===== config.mk =====
export PLATFORM = sky130hd
export DESIGN_NAME = branch_resolve_flat
export DESIGN_NICKNAME = d
export VERILOG_FILES = /design/src/rtl/branch_pkg.sv /design/src/rtl/branch_resolve_if.sv /design/src/rtl/branch_bht.sv /design/src/rtl/branch_resolve.sv /design/src/flat_wrapper.sv
export SDC_FILE = /design/constraint.sdc
export NUM_CORES = 1
export LEC_CHECK = 0
export CAP_MARGIN = 10
export CORE_UTILIZATION = 44
export DETAILED_ROUTE_END_ITERATION = 7
export GPL_TIMING_DRIVEN = 0
export MAX_ROUTING_LAYER = met4
export PLACE_DENSITY = 0.77
export SETUP_SLACK_MARGIN = 0.4
export SYNTH_ARGS = -nofsm -noshare
export SYNTH_HDL_FRONTEND = slang
export SYNTH_SLANG_ARGS = --single-unit
export TNS_END_PERCENT = 20

===== constraint.sdc =====
create_clock -name clock -period 2.05 [get_ports clock]
set_input_delay 0.205 -clock clock [delete_from_list [all_inputs] [get_ports clock]]
set_output_delay 0.205 -clock clock [all_outputs]
set_load 0.005 [all_outputs]

===== src/rtl/branch_pkg.sv =====
// Shared encodings for the execute-stage branch resolution unit.
package branch_pkg;

  localparam int unsigned XLEN = 32;

  localparam logic [2:0] F3_BEQ  = 3'b000;
  localparam logic [2:0] F3_BNE  = 3'b001;
  localparam logic [2:0] F3_BLT  = 3'b100;
  localparam logic [2:0] F3_BGE  = 3'b101;
  localparam logic [2:0] F3_BLTU = 3'b110;
  localparam logic [2:0] F3_BGEU = 3'b111;

  typedef enum logic [1:0] {
    SNT = 2'b00,
    WNT = 2'b01,
    WT  = 2'b10,
    ST  = 2'b11
  } ctr_t;

  typedef enum logic {
    IDLE   = 1'b0,
    SHADOW = 1'b1
  } state_t;

  // Two-bit saturating counter step toward the resolved direction.
  function automatic ctr_t sat_update(input ctr_t c, input logic taken);
    ctr_t n;
    n = c;
    case (c)
      SNT: n = taken ? WNT : SNT;
      WNT: n = taken ? WT  : SNT;
      WT:  n = taken ? ST  : WNT;
      ST:  n = taken ? ST  : WT;
    endcase
    return n;
  endfunction

endpackage


===== src/rtl/branch_resolve_if.sv =====
// Pipeline/comparator signal bundle around the branch resolution unit.
interface branch_resolve_if;
  import branch_pkg::*;

  logic            io_ex_valid;
  logic [2:0]      io_ex_funct3;
  logic [XLEN-1:0] io_ex_pc;
  logic [XLEN-1:0] io_ex_target;
  logic            io_ex_predTaken;
  logic            io_stall;
  logic            io_BrEq;
  logic            io_BrLt;
  logic            io_BrUn;
  logic [XLEN-1:0] io_if_pc;
  logic            io_if_predTaken;
  logic            io_redirect;
  logic [XLEN-1:0] io_redirect_pc;
  logic            io_flush;
  logic [XLEN-1:0] io_branches;
  logic [XLEN-1:0] io_mispredicts;

  modport master (
    output io_ex_valid, io_ex_funct3, io_ex_pc, io_ex_target, io_ex_predTaken,
           io_stall, io_BrEq, io_BrLt, io_if_pc,
    input  io_BrUn, io_if_predTaken, io_redirect, io_redirect_pc, io_flush,
           io_branches, io_mispredicts
  );

  modport slave (
    input  io_ex_valid, io_ex_funct3, io_ex_pc, io_ex_target, io_ex_predTaken,
           io_stall, io_BrEq, io_BrLt, io_if_pc,
    output io_BrUn, io_if_predTaken, io_redirect, io_redirect_pc, io_flush,
           io_branches, io_mispredicts
  );

endinterface


===== src/rtl/branch_bht.sv =====
// Branch history table: 2-bit saturating counters, one async read port and
// one synchronous write port.
module branch_bht
  import branch_pkg::*;
#(
  parameter int unsigned IDX_BITS = 4
) (
  input  logic                clock,
  input  logic                reset,
  input  logic [IDX_BITS-1:0] rd_idx,
  output logic                rd_pred_c,
  input  logic                wr_en,
  input  logic [IDX_BITS-1:0] wr_idx,
  input  logic                wr_taken
);

  localparam int unsigned DEPTH = 1 << IDX_BITS;

  ctr_t table_q [DEPTH];

  // Reset trains every entry to weakly not-taken.
  always_ff @(posedge clock) begin
    if (reset) begin
      for (int unsigned i = 0; i < DEPTH; i++) begin
        table_q[IDX_BITS'(i)] <= WNT;
      end
    end else if (wr_en) begin
      table_q[wr_idx] <= sat_update(table_q[wr_idx], wr_taken);
    end
  end

  // Same-cycle read of a written entry sees the pre-update value.
  assign rd_pred_c = table_q[rd_idx][1];

endmodule


===== src/rtl/branch_resolve.sv =====
// Execute-stage branch resolution: direction decode, mispredict redirect,
// BHT training and branch/mispredict counters.
module branch_resolve
  import branch_pkg::*;
#(
  parameter int unsigned BHT_IDX_BITS = 4
) (
  input logic             clock,
  input logic             reset,
  branch_resolve_if.slave bus
);

  localparam int unsigned IDX_LO = 2;
  localparam int unsigned IDX_HI = BHT_IDX_BITS + IDX_LO - 1;

  state_t          state_q;
  logic            redirect_q;
  logic [XLEN-1:0] redirect_pc_q;
  logic [XLEN-1:0] branches_q;
  logic [XLEN-1:0] mispredicts_q;

  logic            legal_c;
  logic            taken_c;
  logic            resolve_c;
  logic            mispredict_c;
  logic            unused_if_pc_bits;

  // Direction from comparator flags; reserved encodings never resolve.
  always_comb begin
    taken_c = 1'b0;
    legal_c = 1'b1;
    case (bus.io_ex_funct3)
      F3_BEQ:           taken_c = bus.io_BrEq;
      F3_BNE:           taken_c = ~bus.io_BrEq;
      F3_BLT, F3_BLTU:  taken_c = bus.io_BrLt;
      F3_BGE, F3_BGEU:  taken_c = ~bus.io_BrLt;
      default:          legal_c = 1'b0;
    endcase
  end

  assign resolve_c    = bus.io_ex_valid & ~bus.io_stall & legal_c & (state_q == IDLE);
  assign mispredict_c = resolve_c & (taken_c != bus.io_ex_predTaken);

  // FSM, redirect registers and counters; SHADOW squashes the wrong-path EX slot.
  always_ff @(posedge clock) begin
    if (reset) begin
      state_q       <= IDLE;
      redirect_q    <= 1'b0;
      redirect_pc_q <= '0;
      branches_q    <= '0;
      mispredicts_q <= '0;
    end else begin
      redirect_q <= 1'b0;
      case (state_q)
        IDLE: begin
          if (resolve_c) begin
            branches_q <= branches_q + XLEN'(1);
          end
          if (mispredict_c) begin
            mispredicts_q <= mispredicts_q + XLEN'(1);
            state_q       <= SHADOW;
            redirect_q    <= 1'b1;
            redirect_pc_q <= taken_c ? bus.io_ex_target : bus.io_ex_pc + XLEN'(4);
          end
        end
        SHADOW:  state_q <= IDLE;
        default: state_q <= IDLE;
      endcase
    end
  end

  branch_bht #(
    .IDX_BITS (BHT_IDX_BITS)
  ) u_bht (
    .clock     (clock),
    .reset     (reset),
    .rd_idx    (bus.io_if_pc[IDX_HI:IDX_LO]),
    .rd_pred_c (bus.io_if_predTaken),
    .wr_en     (resolve_c),
    .wr_idx    (bus.io_ex_pc[IDX_HI:IDX_LO]),
    .wr_taken  (taken_c)
  );

  assign unused_if_pc_bits = ^{bus.io_if_pc[XLEN-1:IDX_HI+1], bus.io_if_pc[IDX_LO-1:0]};

  assign bus.io_BrUn        = bus.io_ex_funct3[1];
  assign bus.io_redirect    = redirect_q;
  assign bus.io_flush       = redirect_q;
  assign bus.io_redirect_pc = redirect_pc_q;
  assign bus.io_branches    = branches_q;
  assign bus.io_mispredicts = mispredicts_q;

endmodule


===== src/flat_wrapper.sv =====
// flat-port wrapper written by rule: the top's interface ports become plain ports
module branch_resolve_flat import branch_pkg::*;
#(
  parameter int unsigned BHT_IDX_BITS = 4
)
  (clock, reset, bus_io_ex_valid, bus_io_ex_funct3, bus_io_ex_pc, bus_io_ex_target, bus_io_ex_predTaken, bus_io_stall, bus_io_BrEq, bus_io_BrLt, bus_io_if_pc, bus_io_BrUn, bus_io_if_predTaken, bus_io_redirect, bus_io_redirect_pc, bus_io_flush, bus_io_branches, bus_io_mispredicts);
  branch_resolve_if bus_i ();
  input logic clock;
  input logic reset;
  input wire logic [$bits(bus_i.io_ex_valid)-1:0] bus_io_ex_valid;
  input wire logic [$bits(bus_i.io_ex_funct3)-1:0] bus_io_ex_funct3;
  input wire logic [$bits(bus_i.io_ex_pc)-1:0] bus_io_ex_pc;
  input wire logic [$bits(bus_i.io_ex_target)-1:0] bus_io_ex_target;
  input wire logic [$bits(bus_i.io_ex_predTaken)-1:0] bus_io_ex_predTaken;
  input wire logic [$bits(bus_i.io_stall)-1:0] bus_io_stall;
  input wire logic [$bits(bus_i.io_BrEq)-1:0] bus_io_BrEq;
  input wire logic [$bits(bus_i.io_BrLt)-1:0] bus_io_BrLt;
  input wire logic [$bits(bus_i.io_if_pc)-1:0] bus_io_if_pc;
  output wire logic [$bits(bus_i.io_BrUn)-1:0] bus_io_BrUn;
  output wire logic [$bits(bus_i.io_if_predTaken)-1:0] bus_io_if_predTaken;
  output wire logic [$bits(bus_i.io_redirect)-1:0] bus_io_redirect;
  output wire logic [$bits(bus_i.io_redirect_pc)-1:0] bus_io_redirect_pc;
  output wire logic [$bits(bus_i.io_flush)-1:0] bus_io_flush;
  output wire logic [$bits(bus_i.io_branches)-1:0] bus_io_branches;
  output wire logic [$bits(bus_i.io_mispredicts)-1:0] bus_io_mispredicts;
  assign bus_i.io_ex_valid = bus_io_ex_valid;
  assign bus_i.io_ex_funct3 = bus_io_ex_funct3;
  assign bus_i.io_ex_pc = bus_io_ex_pc;
  assign bus_i.io_ex_target = bus_io_ex_target;
  assign bus_i.io_ex_predTaken = bus_io_ex_predTaken;
  assign bus_i.io_stall = bus_io_stall;
  assign bus_i.io_BrEq = bus_io_BrEq;
  assign bus_i.io_BrLt = bus_io_BrLt;
  assign bus_i.io_if_pc = bus_io_if_pc;
  assign bus_io_BrUn = bus_i.io_BrUn;
  assign bus_io_if_predTaken = bus_i.io_if_predTaken;
  assign bus_io_redirect = bus_i.io_redirect;
  assign bus_io_redirect_pc = bus_i.io_redirect_pc;
  assign bus_io_flush = bus_i.io_flush;
  assign bus_io_branches = bus_i.io_branches;
  assign bus_io_mispredicts = bus_i.io_mispredicts;
  branch_resolve #(.BHT_IDX_BITS(BHT_IDX_BITS)) u_core (.clock(clock), .reset(reset), .bus(bus_i));
endmodule

==> results.json <==
{
  "status": "finished, violations left",
  "violations": "setup timing",
  "drc": 0,
  "skew_ns": 0.0104,
  "clk_path_buf_depth": 2,
  "syn_to_final_growth_pct": 57.4,
  "diodes": 0,
  "coreArea_sq_mm": 0.0161,
  "start_util_pct": 45.4,
  "ys_async_sr_fraction_pct": 0,
  "worstPathCellList": "mux4_2, mux2_4, maj3_2, or4_1",
  "numCtsBuffers": 17,
  "maxCapViolations": 0,
  "holdCritStartpoint": "bus_io_ex_pc[2]",
  "cts_tree": "yes",
  "hold_end": "u_core.bus.io_redirect_pc[2]",
  "fin_hold_ws_ns": 0.307,
  "synthSimpleGateAreaFrac_pct": 28.3,
  "r2r_slack_ns": -0.20,
  "ios": 206,
  "ys_ff_latch": 129,
  "final_util_pct": 71.5,
  "hold_viol": 0,
  "synth_cell_types": 66,
  "synth_top_family_by_area": "simple AND/OR/NAND/NOR gates",
  "synthFlopType": "dfxtp_1",
  "max_slew.worst_pin.slew_ns": 0.989,
  "antenna_found_initial": 0,
  "finalWorstSetupSlack_ns": -0.203,
  "cts.sinks": 129,
  "ys_warn_count": 0,
  "path_delay_family": "multiplexers",
  "grt_setup_unrepaired": "true",
  "muxShareOfSynthArea_pct": 6.53,
  "cp_max_fo": 5,
  "cp_slowest_cell": "mux4_2",
  "htree_num_levels": 4,
  "clk_pin_slew_worst_paths_ns": 0.06,
  "dr.pass1.iters": 5,
  "fmax_ghz": 0.444,
  "first_iter_violations": 650,
  "path_class": "reg -> reg",
  "cp.required_ns": 2.21,
  "dp_hpwl_microns": 16700,
  "fin_crit_ns": 2.25,
  "rows": 46,
  "irDropWorstVdd_mv": 0.623,
  "slowest_delay_ns": 0.50,
  "synthCells": 811,
  "avgViaCountPerCell": 6.09,
  "reg2reg_depth": 4,
  "syn_area_sq_mm": 0.00730,
  "maxSlewViolCount": 0,
  "p_leak_nw": 3.92,
  "root_buffer": "clkbuf_16",
  "insertion_delay_ns": 0.43,
  "gp_congestion": 0.911,
  "synthAdderAreaFrac_pct": 1.46,
  "cp_data_arrival_time_ns": 2.41,
  "nNetsFinal": 1157,
  "synth_edf_count": 32,
  "wl_per_cell_microns": 20.5,
  "io_buffer_count": 175,
  "die_area_sq_mm": 0.0171,
  "die_h_microns": 131,
  "crit_buf_inv": 0,
  "min_period_over_period_pct": 110,
  "ant_nets": 0,
  "reg2reg_from": "u_core.u_bht.table_q[15][1]",
  "overflow": 0,
  "hold_depth": 4,
  "cp-start-kind": "register",
  "p_per_area_mw_per_mm2": 585,
  "final-setup-viol-count": 48,
  "synth_nets": 923,
  "end_kind": "register",
  "grt_pass1_vias": 6991,
  "synth_compound_area_share_pct": 12.9,
  "relSlewSlack_pct": 34.1,
  "grt_start_max_net_pins": 17,
  "yosysSeqAreaShare_pct": 39.8,
  "grt_usage_pct": 30.1,
  "syn_area_per_cell_sq_um": 9.00,
  "die_x_microns": 131,
  "wl_microns": 26100,
  "hp-class": "in -> reg",
  "grt_pass1_wl_microns": 37600,
  "r2r_end": "u_core.u_bht.table_q[10][0]",
  "synthXorXnorAreaFrac_pct": 6.72,
  "vias": 7756,
  "drive_gt1_share_pct": 28.6
}
==> cell usage after synthesis, types with 4 or more instances <==
master / instances / area [sq um]
and2_1: 10 / 62.6
or3_1: 9 / 56.3
a31oi_1: 8 / 50.1
mux2_2: 10 / 113
nor3_1: 20 / 100
mux4_2: 13 / 293
and4_1: 12 / 105
nand3_1: 43 / 215
nand2_1: 87 / 327
o22ai_1: 4 / 25.0
nor4_1: 11 / 68.8
o211ai_1: 4 / 30.0
a21oi_1: 45 / 225
nor2b_1: 10 / 62.6
inv_1: 16 / 60.1
o2bb2ai_1: 10 / 87.6
o21ai_0: 15 / 75.1
dfxtp_1: 97 / 1940
or4_1: 17 / 128
nand4_1: 38 / 238
ha_1: 6 / 75.1
a211o_1: 10 / 87.6
nor3_2: 7 / 70.1
and3_1: 8 / 50.1
nor2_1: 76 / 285
clkbuf_1: 32 / 120
xor2_1: 21 / 184
buf_2: 11 / 55.1
o31ai_1: 17 / 128
edfxtp_1: 32 / 961
buf_1: 8 / 30.0
mux2i_1: 6 / 60.1
a2bb2oi_1: 4 / 35.0
nor4_2: 10 / 125
xnor2_1: 35 / 307
==> layout by cell type, fill, tap and decap left out, types with 11 or more instances in the layout <==
cell type and count:
mux4_2 13, inv_1 15, nand2_2 16, clkdlybuf4s50_1 161, buf_4 30, edfxtp_1 32, nor3_1 11, nand4_1 38
nand3_1 35, dfxtp_1 80, dfxtp_2 15, xor2_1 21, clkbuf_1 14, a21oi_2 17, a21oi_1 28, xnor2_1 35
and4_1 12, buf_8 11, nand2_1 69, nor2_1 70, buf_6 16, clkbuf_16 22
==> worst register-to-register path, stage by stage, from the launching register on <==
cell      delay, ns
edfxtp_1       0.42
mux4_2         0.50
mux2_4         0.29
maj3_2         0.34
or4_1          0.43
==> state kept, by name, summed over array words and instances (netlist names) <==
| register | flops |
|---|---|
| u_core.bus.io_branches | 32 |
| u_core.bus.io_redirect_pc | 32 |
| u_core.bus.io_mispredicts | 32 |
| u_core.bus.io_flush | 1 |
| u_core.u_bht.table_q | 32 |
==> kinds of logic (layout without fill, tap and decap cells) <==
group / after synthesis / after routing
compound gates: 140 / 140
xor+xnor: 56 / 56
fa+ha+maj: 9 / 9
buf+inv: 73 / 320
flops: 129 / 129
mux: 30 / 30
simple gates: 374 / 374
==> worst max path at each step <==
stage                                     start                             to  slack [ns]  cells after the start
CTS                 u_core.u_bht.table_q[15][1]    u_core.u_bht.table_q[10][0]       -0.17                      4
finish              u_core.u_bht.table_q[15][1]    u_core.u_bht.table_q[10][0]       -0.20                      4
detailed placement          bus_io_ex_funct3[1]  u_core.bus.io_redirect_pc[23]       -1.02                      7
global placement            bus_io_ex_funct3[1]  u_core.bus.io_redirect_pc[23]       -1.08                      7
floorplan                   u_core.bus.io_flush     u_core.bus.io_branches[31]       -0.10                      7
global route        u_core.u_bht.table_q[15][1]    u_core.u_bht.table_q[10][0]       -0.24                      4
==> metrics by stage <==
stage	setup TNS, ns	cell area [sq um]	std cells	power [mW]	setup slack (ns)
5_1_grt	-6.40	11500	1274	6.89	-0.240
6_report	-2.48	11500	1274	6.72	-0.203
2_1_floorplan	-0.112	7360	811	3.11	-0.101
3_5_place_dp	-94.85	9380	1202	3.53	-1.02
4_1_cts	-2.10	10900	1262	6.64	-0.171
3_3_place_gp	-94.67	9380	1202	3.52	-1.08
==> layer usage <==
| layer | vias up | part of all wire [%] | track usage, % |
|---|---|---|---|
| li1 | 3491 | - | - |
| met1 | 3747 | 39 | 36.6 |
| met2 | 446 | 49 | 47.1 |
| met3 | 72 | 8.5 | 6.84 |
| met4 | 0 | 3.2 | 14.7 |
| met5 | - | 0 | - |
==> power breakdown <==
| group | total [mW] | switching (mW) | internal [mW] |
|---|---|---|---|
| registers | 2.70 | 0.0416 | 2.65 |
| logic | 1.04 | 0.541 | 0.497 |
| clock network | 2.98 | 1.19 | 1.79 |
| total | 6.72 | 1.77 | 4.94 |
==> repair_timing <==
| action | CTS | global route |
|---|---|---|
| pin swaps | 67 | 68 |
| resized for setup | 201 | 126 |
| endpoints found under the setup margin | 167 | 171 |
| buffers inserted | 23 | 11 |
| hold buffers | 0 | 0 |
| cloned | 5 | 1 |
==> cell type report <==
cell class,count,area (sq um)
sequential,129,2930
timing repair buffer,215,2170
multi-input combinational,609,4990
buffer,56,474
fill,1085,4570
inverter,17,63.8
clock inverter,9,66.3
clock buffer,23,520
tap,216,270
(Power assumes the default switching activity.)
